`src/rtl/pipe_add_pkg.sv`:
```
// rtl/pipe_add_pkg.sv - op-mode constants and chunk geometry helpers for pipe_add
package pipe_add_pkg;

   localparam logic OP_ADD = 1'b0;
   localparam logic OP_SUB = 1'b1;

   function automatic int chunk_width(input int width, input int stages);
      return width / stages;
   endfunction

   function automatic int chunk_lsb(input int idx, input int chunk);
      return idx * chunk;
   endfunction

endpackage

```
`src/rtl/pipe_add_stage.sv`:
```
// rtl/pipe_add_stage.sv - one ripple-carry chunk rank with valid bit and advance logic
// PIPE_ADD_OVF_EN builds the signed-overflow register in the last rank only.
module pipe_add_stage
   import pipe_add_pkg::*;
#(
   parameter int WIDTH = 32,
   parameter int CHUNK = 8,
   parameter int IDX   = 0
) (
   input  logic             clk,
   input  logic             rst_n,
   input  logic             up_valid,
   input  logic [WIDTH-1:0] up_a,
   input  logic [WIDTH-1:0] up_b,
   input  logic [WIDTH-1:0] up_sum,
   input  logic             up_carry,
   input  logic             dn_open,
   output logic             advance,
   output logic             valid,
   output logic [WIDTH-1:0] a,
   output logic [WIDTH-1:0] b,
   output logic [WIDTH-1:0] sum,
   output logic             carry,
   output logic             ovf
);

   localparam int LO = chunk_lsb(IDX, CHUNK);
   localparam int HI = LO + CHUNK;
   localparam bit LAST = (HI == WIDTH);
   // operand bits at or below this chunk are consumed here and never travel further
   localparam logic [WIDTH-1:0] KEEP = {WIDTH{1'b1}} << HI;

   logic [CHUNK-1:0] ca;
   logic [CHUNK-1:0] cb;
   logic [CHUNK:0]   part;
   logic [WIDTH-1:0] sum_nxt;

   assign ca   = up_a[LO +: CHUNK];
   assign cb   = up_b[LO +: CHUNK];
   assign part = {1'b0, ca} + {1'b0, cb} + {{CHUNK{1'b0}}, up_carry};

   always_comb begin
      sum_nxt = up_sum;
      sum_nxt[LO +: CHUNK] = part[CHUNK-1:0];
   end

   assign advance = !valid || dn_open;

   always_ff @(posedge clk or negedge rst_n) begin
      if (!rst_n) begin
         valid <= 1'b0;
         a     <= '0;
         b     <= '0;
         sum   <= '0;
         carry <= 1'b0;
      end else if (advance) begin
         valid <= up_valid;
         if (up_valid) begin
            a     <= up_a & KEEP;
            b     <= up_b & KEEP;
            sum   <= sum_nxt;
            carry <= part[CHUNK];
         end
      end
   end

`ifdef PIPE_ADD_OVF_EN
   if (LAST) begin : g_ovf
      logic msb_cin;
      // carry into the MSB is recovered from the MSB sum bit and its operands
      assign msb_cin = ca[CHUNK-1] ^ cb[CHUNK-1] ^ part[CHUNK-1];

      always_ff @(posedge clk or negedge rst_n) begin
         if (!rst_n) begin
            ovf <= 1'b0;
         end else if (advance && up_valid) begin
            ovf <= msb_cin ^ part[CHUNK];
         end
      end
   end else begin : g_no_ovf
      assign ovf = 1'b0;
   end
`else
   assign ovf = 1'b0;
`endif

endmodule

```
`src/rtl/pipe_add.sv`:
```
// rtl/pipe_add.sv - pipelined WIDTH-bit add/subtract with valid/ready streaming
// PIPE_ADD_OVF_EN enables the registered signed-overflow flag on out_ovf.
module pipe_add
   import pipe_add_pkg::*;
#(
   parameter int WIDTH  = 32,
   parameter int STAGES = 4
) (
   input  logic             clk,
   input  logic             rst_n,
   input  logic             in_valid,
   output logic             in_ready,
   input  logic [WIDTH-1:0] in_a,
   input  logic [WIDTH-1:0] in_b,
   input  logic             in_cin,
   input  logic             in_sub,
   output logic             out_valid,
   input  logic             out_ready,
   output logic [WIDTH-1:0] out_sum,
   output logic             out_cout,
   output logic             out_ovf
);

   localparam int CHUNK = chunk_width(WIDTH, STAGES);

   logic [STAGES:0][WIDTH-1:0] a_w;
   logic [STAGES:0][WIDTH-1:0] b_w;
   logic [STAGES:0][WIDTH-1:0] sum_w;
   logic [STAGES:0]            carry_w;
   logic [STAGES:0]            vin_w;
   logic [STAGES-1:0]          valid_q;
   logic [STAGES-1:0]          open_w;
   logic [STAGES-1:0]          adv_w;
   logic [STAGES-1:0]          ovf_w;

   assign a_w[0]     = in_a;
   assign b_w[0]     = (in_sub == OP_ADD) ? in_b : ~in_b;
   assign carry_w[0] = (in_sub == OP_SUB) ? 1'b1 : in_cin;
   assign sum_w[0]   = '0;
   assign vin_w      = {valid_q, in_valid};

   for (genvar k = 0; k < STAGES; k++) begin : g_rank
      // a rank may load when any rank below it is empty or the consumer takes the head
      if (k == STAGES - 1) begin : g_tail
         assign open_w[k] = out_ready;
      end else begin : g_body
         assign open_w[k] = out_ready || !(&valid_q[STAGES-1:k+1]);
      end

      pipe_add_stage #(
         .WIDTH (WIDTH),
         .CHUNK (CHUNK),
         .IDX   (k)
      ) u_stage (
         .clk      (clk),
         .rst_n    (rst_n),
         .up_valid (vin_w[k]),
         .up_a     (a_w[k]),
         .up_b     (b_w[k]),
         .up_sum   (sum_w[k]),
         .up_carry (carry_w[k]),
         .dn_open  (open_w[k]),
         .advance  (adv_w[k]),
         .valid    (valid_q[k]),
         .a        (a_w[k+1]),
         .b        (b_w[k+1]),
         .sum      (sum_w[k+1]),
         .carry    (carry_w[k+1]),
         .ovf      (ovf_w[k])
      );
   end

   assign in_ready  = adv_w[0];
   assign out_valid = valid_q[STAGES-1];
   assign out_sum   = sum_w[STAGES];
   assign out_cout  = carry_w[STAGES];

`ifdef PIPE_ADD_OVF_EN
   assign out_ovf = ovf_w[STAGES-1];
`else
   assign out_ovf = 1'b0;
`endif

   logic unused_bits;
   assign unused_bits = ^{a_w[STAGES], b_w[STAGES], adv_w, ovf_w};

endmodule

```
`config.mk`:
```
export PLATFORM = sky130hd
export DESIGN_NAME = pipe_add
export DESIGN_NICKNAME = d
export VERILOG_FILES = /design/src/rtl/pipe_add_pkg.sv /design/src/rtl/pipe_add_stage.sv /design/src/rtl/pipe_add.sv
export SDC_FILE = /design/constraint.sdc
export NUM_CORES = 1
export LEC_CHECK = 0
export ABC_AREA = 1
export CORE_MARGIN = 2
export CORE_UTILIZATION = 57
export CTS_CLUSTER_SIZE = 8
export DETAILED_ROUTE_END_ITERATION = 12
export DONT_BUFFER_PORTS = 1
export PLACE_DENSITY = 0.74
export SLEW_MARGIN = 20
export SYNTH_ARGS = -nofsm -noshare
export SYNTH_HDL_FRONTEND = slang
export SYNTH_SLANG_ARGS = --single-unit
export TNS_END_PERCENT = 1
```
`constraint.sdc`:
```
create_clock -name clk -period 1.6 [get_ports clk]
set_input_delay 0.32 -clock clk [delete_from_list [all_inputs] [get_ports clk]]
set_output_delay 0.32 -clock clk [all_outputs]
set_load 0.02 [all_outputs]
```
==> reports/results.txt, run 1 <==
The run finished, with violations left. The setup path with the least slack is of type reg2reg. The first TritonRoute pass finished after 5 iterations.

Worst ir drop on vdd: 0.919 mV. The min-delay analysis places its worst path in the category in2async. Data on the critical path is required at its endpoint by 1970 ps. 106 I/O pins were placed.

The tools report the fraction of the yosys area taken by sequential cells as 53.7%. In this run the horizontal extent of the chip is 127 um. The die is 127 um tall.

The instance count of the mapped netlist is 980, and the delay of the slowest cell on the worst path is 430 ps. In this run the mean area of a mapped cell was 8.74 sq um. The multi-input combinational cells in the finished layout cover a total of 3440 sq um. The number of core rows is 44, and the total chip power is 0.0165 W.

The ratio of total power to cell area is 1720 nW/um^2. The via count of the first global-routing pass was 5774; the number of max-slew violations in the final report was 0. Clock-pin slew was measured on the worst setup and hold paths at 70 ps. Worst setup margin: -162 ps.

Summed over all cells, the static leakage comes to 4.93 nW. The run gives 4600 sq um as the flip-flop and latch area. The congestion estimate from routability-driven global placement came to 0.812. The maximum root-to-sink buffer count came out at 2.

For the initial antenna violation count, the log shows 0. The routed layout has 6002 vias. For the die footprint, the log shows 16000 sq um. The later pin in the worst-skew pair is clocked with a latency of 430 ps. CTS built an H-tree with a depth of 4. Traced cell by cell, the critical path runs through fa_2, fa_2, nand2_2, nand2_2, nand3b_1, nand2_1, nand2_1, nand3_1, nand2_1. Clock tree synthesis inserted a total of 17 buffers. The largest net degree at the start of global routing was 185; the global-route wire length before repair was 28.9 mm. Leaving out fill and tap cells, the most frequent cell in the layout is nand2_1. The DRC marker count from the first detailed-route iteration was 481; the overall routed net length was 16.6 mm. Once placement completed, the tool counted placed cells totaling 1139.

The count of state elements after synthesis was 184; the number of failing hold endpoints at the final stage was 184. For the final database, setup skew stands at 9.27 ps. The worst-case hold slack was -421 ps; the number of nets at the end of the flow was 1092.

The run gives 0 as the antenna cell count. The fraction of the cycle the final worst path needs is 110%, and the number of max-capacitance violations reported is 0. In this run, distinct cell masters in the synthesized netlist total 29. Yosys printed 0 warnings. Leaving out fill and tap cells, the most frequent cells in the layout are nand2_1, dfrtp_1, o21ai_0.

The highest net fanout along the worst path came out at 3. In the final routed layout, each cell accounts on average for 14.1 um. TritonCTS built the clock tree. The core region is 14600 sq um.

Category of the worst setup path launch point: a flip-flop. Net count after synthesis: 1086. Cell type of the slowest stage on the worst timing path: fa_2.

The post-layout minimum cycle time came out at 1760 ps. The mapped netlist covers 8570 sq um. The most numerous cell on the critical path is nand2_1. The number of cells in the finished layout apart from fillers is 1183, and the starting utilization of the core area is 58.7%.

Dividing the detail-routed via count by the number of cells gives 5.07. In this run the tool buffered the top-level ports with 0 buffer cells. Global routing consumed, over all layers together, 22.5% of the routing resources. The run gives -300 ps as the worst-case setup slack after placement. The area growth from synthesis to layout came out at 12.0%.

Setup repair after global routing could not meet its margin everywhere. The number of filler instances in the final layout was 1183. STA puts the critical path data arrival time at 2130 ps. The remaining global-route overflow is 0, and the number of remaining DRC errors is 0. Hold repair after CTS inserted 6 buffers.

The remaining antenna violation count after routing is 0. The tools report the endpoint type of the worst setup path as a flip-flop. Setup violations remaining at the end of the flow were counted as 13.

The share of post-route cells with drive strength above 1 works out to 9.51%. The final reports fail on negative hold slack, negative setup slack. Based on the critical path, the design can be clocked at up to 567 MHz. For the detailed-placement wirelength estimate, the log shows 11.2 mm. The slack of the worst reg-to-reg path is -160 ps, and the clock sink count is 184. The clock root buffer was clkbuf_16.
[cell usage after synthesis]
cell type,count,area (sq um)
a21oi_1,19,95.1
buf_2,27,135
buf_4,4,30.0
buf_6,3,33.8
clkbuf_1,5,18.8
clkbuf_4,1,7.51
conb_1,1,3.75
dfrtp_1,184,4600
fa_1,8,160
ha_1,28,350
inv_1,101,379
inv_2,3,11.3
nand2_1,357,1340
nand2_2,1,6.26
nand2_4,2,22.5
nand3_1,36,180
nand3_4,1,17.5
nand3b_1,5,37.5
nand4_1,1,6.26
nor2_1,16,60.1
nor2_4,3,33.8
o21a_1,1,7.51
o21ai_0,106,531
o21ai_1,17,85.1
o21bai_1,3,22.5
o22ai_1,2,12.5
or2_2,7,43.8
xnor2_1,15,131
xor2_1,23,201
[metrics by stage]
stage | area, sq um | setup TNS [ps] | utilization (%)
after floorplan | 8600 | -3300 | -
final | 9600 | -1260 | 65.8
after CTS | 9540 | -1460 | 65.4
after detailed placement | 8740 | -3630 | 59.9
after global placement | 8740 | -2830 | 59.9
after global routing | 9600 | -2530 | 65.8
[metal layers]
layer	track usage, %	part of all wire, %	vias to the layer above	routed length (um)
li1	-	-	3073	-
met1	34.7	50	2767	8380
met2	32.0	42	147	7030
met3	5.48	6.2	15	1040
met4	6.59	1.0	0	169
met5	0	0	-	0
[timing repair]
| item | CTS | global route |
|---|---|---|
| buffers inserted | 4 | 2 |
| setup endpoints to repair | 13 | 34 |
| hold endpoints to repair | 190 | 184 |
| resized for setup | 16 | 12 |
| pin swaps | 9 | 10 |
[worst paths after layout]
| kind | start | endpoint | cells after the start |
|---|---|---|---|
| hold reg to reg | g_rank[2].u_stage.sum[6] | g_rank[3].u_stage.sum[6] | 2 |
| setup / recovery | g_rank[0].u_stage.a[8] | g_rank[1].u_stage.sum[14] | 9 |
| setup reg to reg | g_rank[0].u_stage.a[8] | g_rank[1].u_stage.sum[14] | 9 |
| hold / removal | rst_n | g_rank[0].u_stage.a[23] | 0 |
| max in group asynchronous | rst_n | g_rank[2].u_stage.sum[5] | 0 |
| min in group clk | in_a[15] | g_rank[0].u_stage.a[15] | 2 |
[state kept, by name, summed over array words and instances, names as in the netlist]
signal and flops:
g_rank.u_stage.b 48, g_rank.u_stage.valid 4, g_rank.u_stage.sum 80, g_rank.u_stage.a 48, g_rank.u_stage.carry 4
[kinds of logic after synthesis]
logic type | Yosys count | share of synthesized area (%)
flops | 184 | 53.7
xor+xnor | 38 | 3.88
compound gates | 148 | 8.79
buf+inv | 144 | 7.18
fa+ha+maj | 36 | 5.96
simple gates | 429 | 20.4
other cells | 1 | 0.0438
[area by class of cell]
type	count	area share, %
clock inverter	12	2.16
tap	184	2.40
timing repair buffer	27	2.78
sequential	184	48.0
multi-input combinational	652	35.9
clock buffer	20	4.76
inverter	104	4.07
[critical path: cells and delay by family (launching register included)]
| kind | cells | cell delay (ps) |
|---|---|---|
| and+or+nand+nor | 7 | 510 |
| DFF | 1 | 410 |
| adders and majority gates | 2 | 790 |
[report_power, final]
part           switching [W]  total, W  leakage (nW)  internal, W
Clock                0.00179   0.00467         0.326      0.00288
Sequential           0.00138   0.00751          2.28      0.00612
Combinational        0.00252   0.00429          2.33      0.00177
No activity file was read; power rests on OpenSTA's default activity.
==> run 2: changes to the inputs <==
--- a/config.mk
+++ b/config.mk
@@ -5,13 +5,13 @@
 export SDC_FILE = /design/constraint.sdc
 export NUM_CORES = 1
 export LEC_CHECK = 0
-export ABC_AREA = 1
 export CORE_MARGIN = 2
 export CORE_UTILIZATION = 57
 export CTS_CLUSTER_SIZE = 8
 export DETAILED_ROUTE_END_ITERATION = 12
 export DONT_BUFFER_PORTS = 1
 export PLACE_DENSITY = 0.74
+export SKIP_CTS_REPAIR_TIMING = 1
 export SLEW_MARGIN = 20
 export SYNTH_ARGS = -nofsm -noshare
 export SYNTH_HDL_FRONTEND = slang
==> run 2 against run 1 <==
Effect of this change:
- the run still ends with negative hold slack, negative setup slack left
- setup slack worse by 360 ps
- sequential share of layout area shrank 1.5 points
- sequential cell count did not move
- critical endpoint is now g_rank[2].u_stage.sum[22]
- final cell count decreased by 1.6%
- worst hold slack improved by 8.3 ps
- cell area grew 3.2%
- non-clock buffer count grew 36
- synthesized cell count shrank 5.5%
- power shrank 1.1%
- via count up 6.0%
- highest routed layer unchanged
- register-to-register slack got worse by 360 ps
- largest cell class unchanged
==> reports/results.txt, run 2 <==
The mapped cell area was 8510 sq um (was 8570 sq um); the per-cell via count in the routed design was 5.46 (was 5.07). The routing layer with the top usage in global route was met1 (unchanged). The worst-case setup slack after placement was -699 ps (was -300 ps); the flip-flop count of the largest register after layout was 80 (unchanged). The number of buffer cells added on primary ports is 0 (unchanged), and the final weighted congestion in routability-driven placement is 0.827 (was 0.812).

The total CTS buffers came out at 17 (unchanged). The post-detailed-placement cell area came out at 9000 sq um (was 8740 sq um). The cell type of the slowest stage on the worst timing path was fa_2 (unchanged). The clock root buffer was clkbuf_16 (unchanged). Failing checks: negative hold slack, negative setup slack (unchanged).

The number of remaining DRC errors was 0 (unchanged); the count of state elements after synthesis was 184 (unchanged). The number of endpoints failing setup at the final stage is 22 (was 13), and the number of filler instances in the final layout is 1096 (was 1183). The remaining antenna violation count after routing is 0 (unchanged), and the fraction of the yosys area taken by sequential cells is 54.1% (was 53.7%). The area fraction in compound gates after synthesis came out at 9.88% (was 8.79%).

The die width was 126 um (was 127 um). The number of failing hold endpoints at the final stage came out at 186 (was 184). The global-route wire length before repair was 29.9 mm (was 28.9 mm). TritonCTS built the clock tree.

The tools report the number of nets at the end of the flow as 1073 (was 1092). The tools report the cell area after layout as 9900 sq um (was 9600 sq um). The run finished, with violations left. Category of the worst setup path launch point: a flip-flop (unchanged).

The worst hold path class is in2async (unchanged). The primary flip-flop cell chosen by synthesis mapping is dfrtp_1 (unchanged). Synthesis warning total: 0 (unchanged). Number of synthesized flops with an enable pin: 0 (unchanged).

The initial antenna violation count was 0 (unchanged). Start-to-end type of the worst setup path: reg2reg (unchanged). The worst-case hold slack is -412 ps (was -421 ps). The overall routed net length was 18.2 mm (was 16.6 mm). The register with the most flip-flops is g_rank.u_stage.sum (unchanged). The worst path required time came out at 1920 ps (was 1970 ps). The most common library cell in the layout ignoring fill and taps is nand2_1 (unchanged). Starting utilization of the core area: 58.4% (was 58.7%). The post-layout minimum cycle time is 2130 ps (was 1760 ps). The run gives 67.9% (was 65.8%) as the final core utilization. The area share of fa/ha/maj cells after synthesis was 6.00% (was 5.96%). Endpoint of the most critical setup path: g_rank[2].u_stage.sum[22] (was g_rank[1].u_stage.sum[14]). The antenna cell count was 0 (unchanged); the highest net fanout along the worst path was 3 (unchanged). Setup repair after global routing could not meet its margin everywhere. The tools report the startpoint of the most critical setup path as g_rank[1].u_stage.a[16] (was g_rank[0].u_stage.a[8]). Area contributors post-synth: dfrtp_1, nand2_1, ha_1 (was dfrtp_1, nand2_1, o21ai_0).

Highest-count cells in the layout ignoring fill and taps: nand2_1, dfrtp_1, buf_4 (was nand2_1, dfrtp_1, o21ai_0). The worst-skew pair later-pin latency came out at 430 ps (about the same). The detailed-placement wirelength estimate came out at 12.1 mm (was 11.2 mm). The fmax came out at 471 MHz (was 567 MHz). The category of cells accounting for the largest share of critical-path delay was compound AO/OA/AOI/OAI gates (was adder cells).

The share of flip-flops with an asynchronous set or reset works out to 100% (unchanged). Depth of the worst register-to-register path: 6 (was 9). The number of stages on the worst setup path was 6 (was 9); the arrival time reported for the critical path endpoint was 2440 ps (was 2130 ps). The chip height came out at 126 um (was 127 um). The logs give 0 (unchanged) for the remaining global-route overflow and 35.7% (was 34.7%) for the met1 usage in global routing. Post-synthesis cell type with the largest combined area: dfrtp_1 (unchanged).

The run gives 0 (unchanged) as the number of max-slew violations in the final report. For the clock sink count, the log shows 184 (unchanged). The leakage power total was 4.98 nW (was 4.93 nW); the clock-pin slew of the registers on the worst-case setup and hold paths was 70 ps (about the same).

End of the worst register-to-register path: g_rank[2].u_stage.sum[22] (was g_rank[1].u_stage.sum[14]). The instance count of the mapped netlist is 926 (was 980), and the fraction of the mapped netlist area in simple logic gates is 23.1% (was 20.4%). The logs give 14600 sq um (unchanged) for the placeable core region and 106 (unchanged) for the total I/O pin count.

Most numerous cell on the critical path: fa_2 (was nand2_1). The xor and xnor fraction of the mapped netlist area was 3.91% (was 3.88%); the global router's overall resource usage was 23.4% (was 22.5%). Largest registers: g_rank.u_stage.sum: 80 flops, g_rank.u_stage.a: 48 flops, g_rank.u_stage.b: 48 flops (unchanged). Top cells by count, synth: nand2_1, dfrtp_1, o21ai_0, ha_1, xnor2_1 (was nand2_1, dfrtp_1, o21ai_0, inv_1, nand3_1).

The final worst clock skew was 12.0 ps (was 9.27 ps). The dominant combinational cell family by area after synthesis is simple AND/OR/NAND/NOR gates (unchanged). The delay of the slowest cell on the worst path works out to 410 ps (was 430 ps). The endpoint type of the worst setup path is a flip-flop (unchanged). Top-area cell type share of the netlist area: 54.1% (was 53.7%). The die footprint is 15900 sq um (was 16000 sq um).

The tools report the largest net degree at the start of global routing as 185 (unchanged). The net count after synthesis was 1032 (was 1086); the met3 routing resource usage after global routing was 6.54% (was 5.48%). The post-synthesis mux area share works out to 0% (unchanged). The startpoint of the worst register-to-register path was g_rank[1].u_stage.a[16] (was g_rank[0].u_stage.a[8]). For the worst ir drop on vdd, the log shows 0.993 mV (was 0.919 mV). The met2 demand-to-capacity share in global routing is 33.0% (was 32.0%), and the ratio of total power to cell area is 1640 nW/um^2 (was 1720 nW/um^2). The per-cell routed wire length was 15.6 um (was 14.1 um). The tools report the slack of the worst reg-to-reg path as -530 ps (was -160 ps). The fraction of the cycle the final worst path needs is 133% (was 110%), and the CTS H-tree depth is 4 (unchanged). The area growth from synthesis to layout works out to 16.3% (was 12.0%).

The DRC marker count from the first detailed-route iteration is 496 (was 481), and the worst setup margin is -525 ps (was -162 ps). For the count of unique library cells instantiated by Yosys, the log shows 54 (was 29). The via count of the first global-routing pass is 6098 (was 5774), and the number of max-capacitance violations reported is 0 (unchanged). The iteration count of the initial detailed-routing pass is 5 (unchanged), and the per-instance average area after synthesis is 9.19 sq um (was 8.74 sq um).

The run gives 44 (unchanged) as the number of core rows. The critical path buffer and inverter count is 0 (unchanged). CP Cell Sequence: fa_2, fa_2, a21oi_2, o211ai_1, a211o_1, a31o_2 (was fa_2, fa_2, nand2_2, nand2_2, nand3b_1, nand2_1, nand2_1, nand3_1, nand2_1). The share of post-route cells with drive strength above 1 is 12.7% (was 9.51%), and the total number of vias is 6361 (was 6002). The maximum root-to-sink buffer count is 2 (unchanged). Library cell with the highest instance count after synthesis: nand2_1 (unchanged).
-- run 2: cell count changes after synthesis, sizes merged, moves of 7 or more --
cell,previous run,this run
a211oi,0,9
a21oi,19,10
o211ai,0,9
nand2,360,441
o21a,1,10
o31a,0,7
xor2,23,11
inv,104,12
o21ai,123,42
nor2,19,9
xnor2,15,27
nand3,37,4
o31ai,0,8
-- run 2: worst min-delay path by stage --
stage / from / end / slack [ps] / cells after the start
3_3_place_gp: rst_n / g_rank[0].u_stage.a[26] / 30 / 0
3_5_place_dp: rst_n / g_rank[0].u_stage.b[29] / 30 / 0
6_report: rst_n / g_rank[0].u_stage.a[30] / -410 / 0
4_1_cts: rst_n / g_rank[0].u_stage.sum[7] / -430 / 0
2_1_floorplan: rst_n / g_rank[0].u_stage.a[10] / 20 / 0
5_1_grt: rst_n / g_rank[0].u_stage.a[26] / -440 / 0
-- run 2: cell families after synthesis --
family,after synthesis
compound gates,123
xor+xnor,38
fa+ha+maj,36
buf+inv,53
flops,184
other cells,1
simple gates,491
-- run 2: through the flow --
| stage | std cells | power (W) | setup TNS (ps) |
|---|---|---|---|
| CTS | 1151 | 0.0160 | -9840 |
| global placement | 1119 | 0.0113 | -9890 |
| finish | 1164 | 0.0163 | -6130 |
| floorplan | 926 | 0.0101 | -8170 |
| global route | 1164 | 0.0173 | -7890 |
| detailed placement | 1119 | 0.0114 | -11250 |
-- run 2: per-layer routing --
metal  wire length (um)  vias to the layer above
li1                   -                     3104
met1               8850                     3046
met2               8010                      199
met3               1180                       12
met4                167                        0
met5                  0                        -
-- run 2: power by group --
| part | switching [W] | internal [W] |
|---|---|---|
| logic | 0.00232 | 0.00202 |
| clock network | 0.00175 | 0.00271 |
| registers | 0.00142 | 0.00605 |
-- run 2: area by class of cell --
| cell class | instances | area [sq um] | share of cell area (%) |
|---|---|---|---|
| Sequential cell | 184 | 4600 | 46.5 |
| Timing Repair Buffer | 63 | 574 | 5.80 |
| Inverter | 12 | 45.0 | 0.455 |
| Multi-Input combinational cell | 689 | 3820 | 38.5 |
| Tap cell | 184 | 230 | 2.33 |
| Clock inverter | 10 | 166 | 1.68 |
| Clock buffer | 22 | 464 | 4.69 |
